<file path="config.mk">
export PLATFORM = sky130hd
export DESIGN_NAME = mc_control
export DESIGN_NICKNAME = d
export VERILOG_FILES = /design/src/rtl/mc_control.sv
export SDC_FILE = /design/constraint.sdc
export NUM_CORES = 1
export LEC_CHECK = 0
export ABC_AREA = 1
export CORE_MARGIN = 2
export CORE_UTILIZATION = 33
export CTS_CLUSTER_DIAMETER = 50
export DETAILED_ROUTE_END_ITERATION = 8
export GPL_TIMING_DRIVEN = 0
export PLACE_DENSITY = 0.79
export SLEW_MARGIN = 25
export SYNTH_ARGS = -nofsm -noshare
export SYNTH_HDL_FRONTEND = slang
export SYNTH_SLANG_ARGS = --single-unit
</file>
<file path="constraint.sdc">
create_clock -name clk -period 1.05 [get_ports clk]
set_input_delay 0.21 -clock clk [delete_from_list [all_inputs] [get_ports clk]]
set_output_delay 0.21 -clock clk [all_outputs]
set_load 0.03 [all_outputs]
</file>
<file path="src/rtl/mc_control.sv">
// mc_control: multicycle control unit for the 32-bit datapath.
// Decodes op/funct from the instruction register and sequences
// fetch/decode/execute/memory/writeback, driving the ALU select and
// datapath mux/enable controls.
// Optional build macro: MC_CONTROL_ADDI_EN (adds the addi sequence;
// without it op 001000 decodes as illegal).
//
// state   | meaning
// --------+-----------------------------------------------------------
// FETCH   | read instruction at PC, load IR, PC <= PC + 4
// DECODE  | precompute branch target into ALUOut, dispatch on op
// MEMADR  | compute lw/sw effective address
// MEMRD   | read data memory at ALUOut
// MEMWB   | write loaded data to rt
// MEMWR   | write register B to data memory at ALUOut
// RTYPEEX | R-type ALU operation selected by funct
// RTYPEWB | write ALU result to rd
// BEQEX   | compare A and B, take branch when zero
// JEX     | load jump target into PC
// ADDIEX  | A + sign-extended immediate (MC_CONTROL_ADDI_EN only)
// ADDIWB  | write ALU result to rt (MC_CONTROL_ADDI_EN only)
// ILLEGAL | undecodable instruction, parked until reset

`ifndef ALU_ADD
`define ALU_ADD 2'b00
`endif
`ifndef ALU_SUB
`define ALU_SUB 2'b01
`endif
`ifndef ALU_AND
`define ALU_AND 2'b10
`endif
`ifndef ALU_OR
`define ALU_OR 2'b11
`endif

module mc_control (
  input  logic       clk,
  input  logic       reset,
  input  logic [5:0] op,
  input  logic [5:0] funct,
  input  logic       zero,
  output logic [1:0] aluctr,
  output logic       alusrca,
  output logic [1:0] alusrcb,
  output logic [1:0] pcsrc,
  output logic       pcen,
  output logic       iord,
  output logic       memwrite,
  output logic       irwrite,
  output logic       regdst,
  output logic       memtoreg,
  output logic       regwrite,
  output logic       illegal
);

  localparam int STATE_W = 4;

  localparam logic [5:0] OP_LW    = 6'b100011;
  localparam logic [5:0] OP_SW    = 6'b101011;
  localparam logic [5:0] OP_RTYPE = 6'b000000;
  localparam logic [5:0] OP_BEQ   = 6'b000100;
  localparam logic [5:0] OP_J     = 6'b000010;
`ifdef MC_CONTROL_ADDI_EN
  localparam logic [5:0] OP_ADDI  = 6'b001000;
`endif

  localparam logic [5:0] FN_ADD = 6'b100000;
  localparam logic [5:0] FN_SUB = 6'b100010;
  localparam logic [5:0] FN_AND = 6'b100100;
  localparam logic [5:0] FN_OR  = 6'b100101;

  typedef enum logic [STATE_W-1:0] {
    S_FETCH   = 4'd0,
    S_DECODE  = 4'd1,
    S_MEMADR  = 4'd2,
    S_MEMRD   = 4'd3,
    S_MEMWB   = 4'd4,
    S_MEMWR   = 4'd5,
    S_RTYPEEX = 4'd6,
    S_RTYPEWB = 4'd7,
    S_BEQEX   = 4'd8,
    S_JEX     = 4'd9,
    S_ADDIEX  = 4'd10,
    S_ADDIWB  = 4'd11,
    S_ILLEGAL = 4'd12
  } state_t;

  state_t state, state_next;
  logic   illegal_q;

  // State register; reset pulls straight back to FETCH without waiting for a clock.
  always_ff @(posedge clk or posedge reset) begin
    if (reset) state <= S_FETCH;
    else       state <= state_next;
  end

  // Sticky illegal flag, raised on the edge that enters ILLEGAL so it is visible in that state.
  always_ff @(posedge clk or posedge reset) begin
    if (reset)                       illegal_q <= 1'b0;
    else if (state_next == S_ILLEGAL) illegal_q <= 1'b1;
  end

  assign illegal = illegal_q;

  // Next-state and Moore outputs; pcen in BEQEX and aluctr in RTYPEEX are the only input-dependent outputs.
  always_comb begin
    state_next = S_FETCH;
    aluctr     = `ALU_ADD;
    alusrca    = 1'b0;
    alusrcb    = 2'd0;
    pcsrc      = 2'd0;
    pcen       = 1'b0;
    iord       = 1'b0;
    memwrite   = 1'b0;
    irwrite    = 1'b0;
    regdst     = 1'b0;
    memtoreg   = 1'b0;
    regwrite   = 1'b0;
    case (state)
      S_FETCH: begin
        irwrite    = 1'b1;
        alusrcb    = 2'd1;
        pcen       = 1'b1;
        state_next = S_DECODE;
      end
      S_DECODE: begin
        alusrcb = 2'd3;
        case (op)
          OP_LW, OP_SW: state_next = S_MEMADR;
          OP_RTYPE:     state_next = S_RTYPEEX;
          OP_BEQ:       state_next = S_BEQEX;
          OP_J:         state_next = S_JEX;
`ifdef MC_CONTROL_ADDI_EN
          OP_ADDI:      state_next = S_ADDIEX;
`endif
          default:      state_next = S_ILLEGAL;
        endcase
      end
      S_MEMADR: begin
        alusrca    = 1'b1;
        alusrcb    = 2'd2;
        state_next = (op == OP_SW) ? S_MEMWR : S_MEMRD;
      end
      S_MEMRD: begin
        iord       = 1'b1;
        state_next = S_MEMWB;
      end
      S_MEMWB: begin
        memtoreg   = 1'b1;
        regwrite   = 1'b1;
        state_next = S_FETCH;
      end
      S_MEMWR: begin
        iord       = 1'b1;
        memwrite   = 1'b1;
        state_next = S_FETCH;
      end
      S_RTYPEEX: begin
        alusrca    = 1'b1;
        state_next = S_RTYPEWB;
        case (funct)
          FN_ADD:  aluctr = `ALU_ADD;
          FN_SUB:  aluctr = `ALU_SUB;
          FN_AND:  aluctr = `ALU_AND;
          FN_OR:   aluctr = `ALU_OR;
          default: state_next = S_ILLEGAL;
        endcase
      end
      S_RTYPEWB: begin
        regdst     = 1'b1;
        regwrite   = 1'b1;
        state_next = S_FETCH;
      end
      S_BEQEX: begin
        alusrca    = 1'b1;
        aluctr     = `ALU_SUB;
        pcsrc      = 2'd1;
        pcen       = zero;
        state_next = S_FETCH;
      end
      S_JEX: begin
        pcsrc      = 2'd2;
        pcen       = 1'b1;
        state_next = S_FETCH;
      end
`ifdef MC_CONTROL_ADDI_EN
      S_ADDIEX: begin
        alusrca    = 1'b1;
        alusrcb    = 2'd2;
        state_next = S_ADDIWB;
      end
      S_ADDIWB: begin
        regwrite   = 1'b1;
        state_next = S_FETCH;
      end
`endif
      S_ILLEGAL: state_next = S_ILLEGAL;
      default:   state_next = S_FETCH;
    endcase
    // Combinational gate so nothing but aluctr=ADD escapes while reset is held.
    if (reset) begin
      aluctr   = `ALU_ADD;
      alusrca  = 1'b0;
      alusrcb  = 2'd0;
      pcsrc    = 2'd0;
      pcen     = 1'b0;
      iord     = 1'b0;
      memwrite = 1'b0;
      irwrite  = 1'b0;
      regdst   = 1'b0;
      memtoreg = 1'b0;
      regwrite = 1'b0;
    end
  end

endmodule

</file>
==> impl_results.md <==
- Outcome: complete, but fails checks
- Failing checks: setup timing
- Worst Skew: a little under 0.009 ns
- Share of the synthesized netlist area taken by xor and xnor gates: 0
- Final hold violation count: 0
- Post-synthesis mux area share: 0
- Vias in the first global route: roughly 900
- Slew at the pin with the worst max-slew slack: 0.224 ns
- LEAKAGE: between 0.6 and 0.7 nW
- Count of fill cells added during filler insertion: between 60 and 70
- Area added between synthesis and finish: 154%
- Post-synthesis area per instance: between 5 and 6 sq um
- Combinational family with the most area after synthesis: simple AND/OR/NAND/NOR gates
- Total Nets Final: 170
- Distinct cell type count after synthesis: 18
- Width of the die: approximately 44 um
- Highest net fanout along the worst path: 6
- Critical Path Sink Type: output port
- Number of H-tree branching levels: 1
- Final antenna-violating net count: 0
- Time the worst path needs with I/O delays and setup: 1.66 ns
- Number of rows in the core area: 14
- #FFs+latches synth: 5
- Peak ir drop on the vdd network: between 1 and 1.5 mV
- Post-detailed-placement cell area: between 1000 and 1500 sq um
- Non-Filler Cell Area, Final: about 1400 sq um
- Proportion of layout cells with a drive suffix above 1: 0.597
- Endpoint required time on the critical path: around 0.84 ns
- Starting DRC count in detailed routing: 47
- Drt drc: 0
- Adder-cell area share of the yosys netlist: 0
- GRT overflow: 0
- Count of clock tree sinks: 5
- First-pass GRT wire length: between 3000 and 4000 um
- Clock-pin transition on the worst setup and hold timing paths: ~0.050 ns
- Start point of the critical path: state[0]$_DFF_PP0_
- Diode insertion count for antenna repair: 0
- Synth Area in Compound Gates: 0.0673
- Post-synthesis share of cell area spent on and, or, nand and nor gates: 0.568
- Category of the worst setup path launch point: flop
- Largest buffer count on any clock path: 2
- Worst flop-to-flop path startpoint: state[0]$_DFF_PP0_
- WS Path Type: reg2out
- R2R setup slack: -0.51 ns
- Number of endpoints failing setup at the final stage: 19
- RSZ-0062 raised after global routing: yes
- Placeable core region: ~1500 sq um
- Worst setup slack after layout: -0.615 ns
- Starting density of the core: 0.354
- Clk Tree Root Cell: clkbuf_4
- Io pins: 30
- Cell area power density: around 1800 nW/um^2
- Arrival @ worst endpoint: about 1.5 ns
- Post-route core utilization: 0.898
- Worst relative slew slack: 0.851
- DIE AREA: ~2000 sq um
- Number of antenna violations at the first check in global routing: 0
- Final RePlAce weighted congestion: 0.785
- Routed wire per std cell: approximately 18 um
- Syn nets: approximately 110
- Via count: 976
- Part of the Yosys area used for sequential elements: 0.232
- CTS tree: done
- Cells after Synth: 99
- Cell area after synthesis: between 500 and 600 sq um
- Total routed wirelength: roughly 3000 um
- DP HPWL: ~1300 um
- Min-Delay Path Class: in2async
- Total iterations of the first detailed-routing run: 5
- Max Cap Violations: 0
- Share of the clock period used by the worst path after layout: 1.59
- Total CTS buffers: 3
- Highest attainable clock frequency: between 0.6 and 0.7 GHz
- Clock latency of the later-clocked register in the worst-skew pair: roughly 0.25 ns
- Chip height: 44.4 um
- PortBufs: 29
- Overall routing resource usage: 0.264
- Post-detailed-route via-to-cell ratio: ~5.7
- Number of warnings reported in the yosys synthesis log: 0
- Final Max Tran Viols: 0
- Maximum number of pins on one net before global-route repair: 8
==> metrics by stage <==
step | worst slack (ns) | hold slack (ns) | std cells | power (W) | setup TNS [ns]
after detailed placement | -1.16 | 0.453 | 144 | 0.00152 | -16.41
after global placement | -1.13 | 0.448 | 144 | 0.00150 | -16.18
after global routing | -0.656 | 0.108 | 170 | 0.00260 | -10.06
final | -0.615 | 0.0901 | 170 | 0.00247 | -9.08
after floorplan | -0.300 | 0.0284 | 99 | 0.00117 | -2.85
after CTS | -0.561 | 0.0693 | 164 | 0.00210 | -7.06
==> area by class of cell <==
| class | count | area, sq um | share of cell area |
|---|---|---|---|
| sequential | 5 | 130 | 0.0951 |
| inverter | 18 | 70.1 | 0.0512 |
| tap | 16 | 20.0 | 0.0146 |
| multi-input combinational | 75 | 606 | 0.442 |
| buffer | 1 | 25.0 | 0.0183 |
| clock buffer | 4 | 26.3 | 0.0192 |
| timing repair buffer | 51 | 492 | 0.359 |
==> cells by family (layout without fill, tap and decap cells) <==
kind of cell / after synthesis / count (layout)
flip-flops: 5 / 5
AO/OA/AOI/OAI: 6 / 6
buffers and inverters: 19 / 74
AND/OR/NAND/NOR: 69 / 69
==> power breakdown <==
| group | internal, W | total, W | switching [W] |
|---|---|---|---|
| Combinational | 0.000795 | 0.00185 | 0.00106 |
| Clock | 0.000145 | 0.000239 | 0.0000941 |
| Sequential | 0.000255 | 0.000383 | 0.000128 |
| Total | 0.00119 | 0.00247 | 0.00128 |
==> sequential cells by signal, summed over array words and instances (netlist names) <==
register,cells
state,4
illegal,1
==> critical path, stage by stage, from the launching register on <==
cell and delay [ns]:
dfrtp_2 0.47, nor2_4 0.22, nand2_4 0.09, buf_12 0.14
a31oi_4 0.13, buf_6 0.15
==> timing repair <==
action / in CTS / in global routing
setup buffers: 16 / 7
gates cloned: 1 / 0
pin swaps: 12 / 6
hold buffers: 0 / 0
resized for setup: 128 / 14
setup endpoints to repair: 20 / 19
==> cells in the final DEF, fill, tap and decap left out, types with 2 or more instances in the layout <==
master	count
buf_4	19
buf_6	15
clkdlybuf4s50_1	12
nor2_4	11
nor2_1	11
nand2_1	11
inv_1	10
nand3_1	10
inv_2	7
nand2_4	7
nand2_2	5
nand3_2	4
dfrtp_2	4
nand4_1	3
clkbuf_4	3
nor2_2	2
nor3_4	2
nor3_2	2
==> Yosys cell counts <==
master      n  share of area
nand2_2     2          0.023
nor2_1     22           0.15
nand2_1    21           0.15
nor2_4      1          0.021
inv_2       2          0.014
a31oi_1     1          0.012
nor2_2      1          0.012
o22ai_1     1          0.012
inv_1      16           0.11
dfrtp_1     5           0.23
o2111ai_1   1          0.016
nand4_1     3          0.035
nand3_1    14           0.13
nor3_1      4          0.037
a21oi_1     1         0.0093
nor4_1      1          0.012
clkbuf_1    1         0.0070
o21ai_0     2          0.019
==> per-layer routing <==
layer	global-route usage	vias to the layer above	share of wire
met5	0	-	0
met4	0.0667	0	0.024
met3	0.0571	11	0.074
met2	0.491	69	0.53
met1	0.304	469	0.37
li1	-	427	-
==> worst paths after layout <==
kind,endpoint,cells after the start
worst max-delay path,alusrca,5
worst min-delay path,state[3]$_DFF_PP0_,2
worst max register to register,illegal$_DFFE_PP0N_,9
worst min register to register,illegal$_DFFE_PP0N_,2
max in group asynchronous,state[2]$_DFF_PP0_,2
min in group clk,illegal$_DFFE_PP0N_,2
Power figures use the tool's default switching activity.
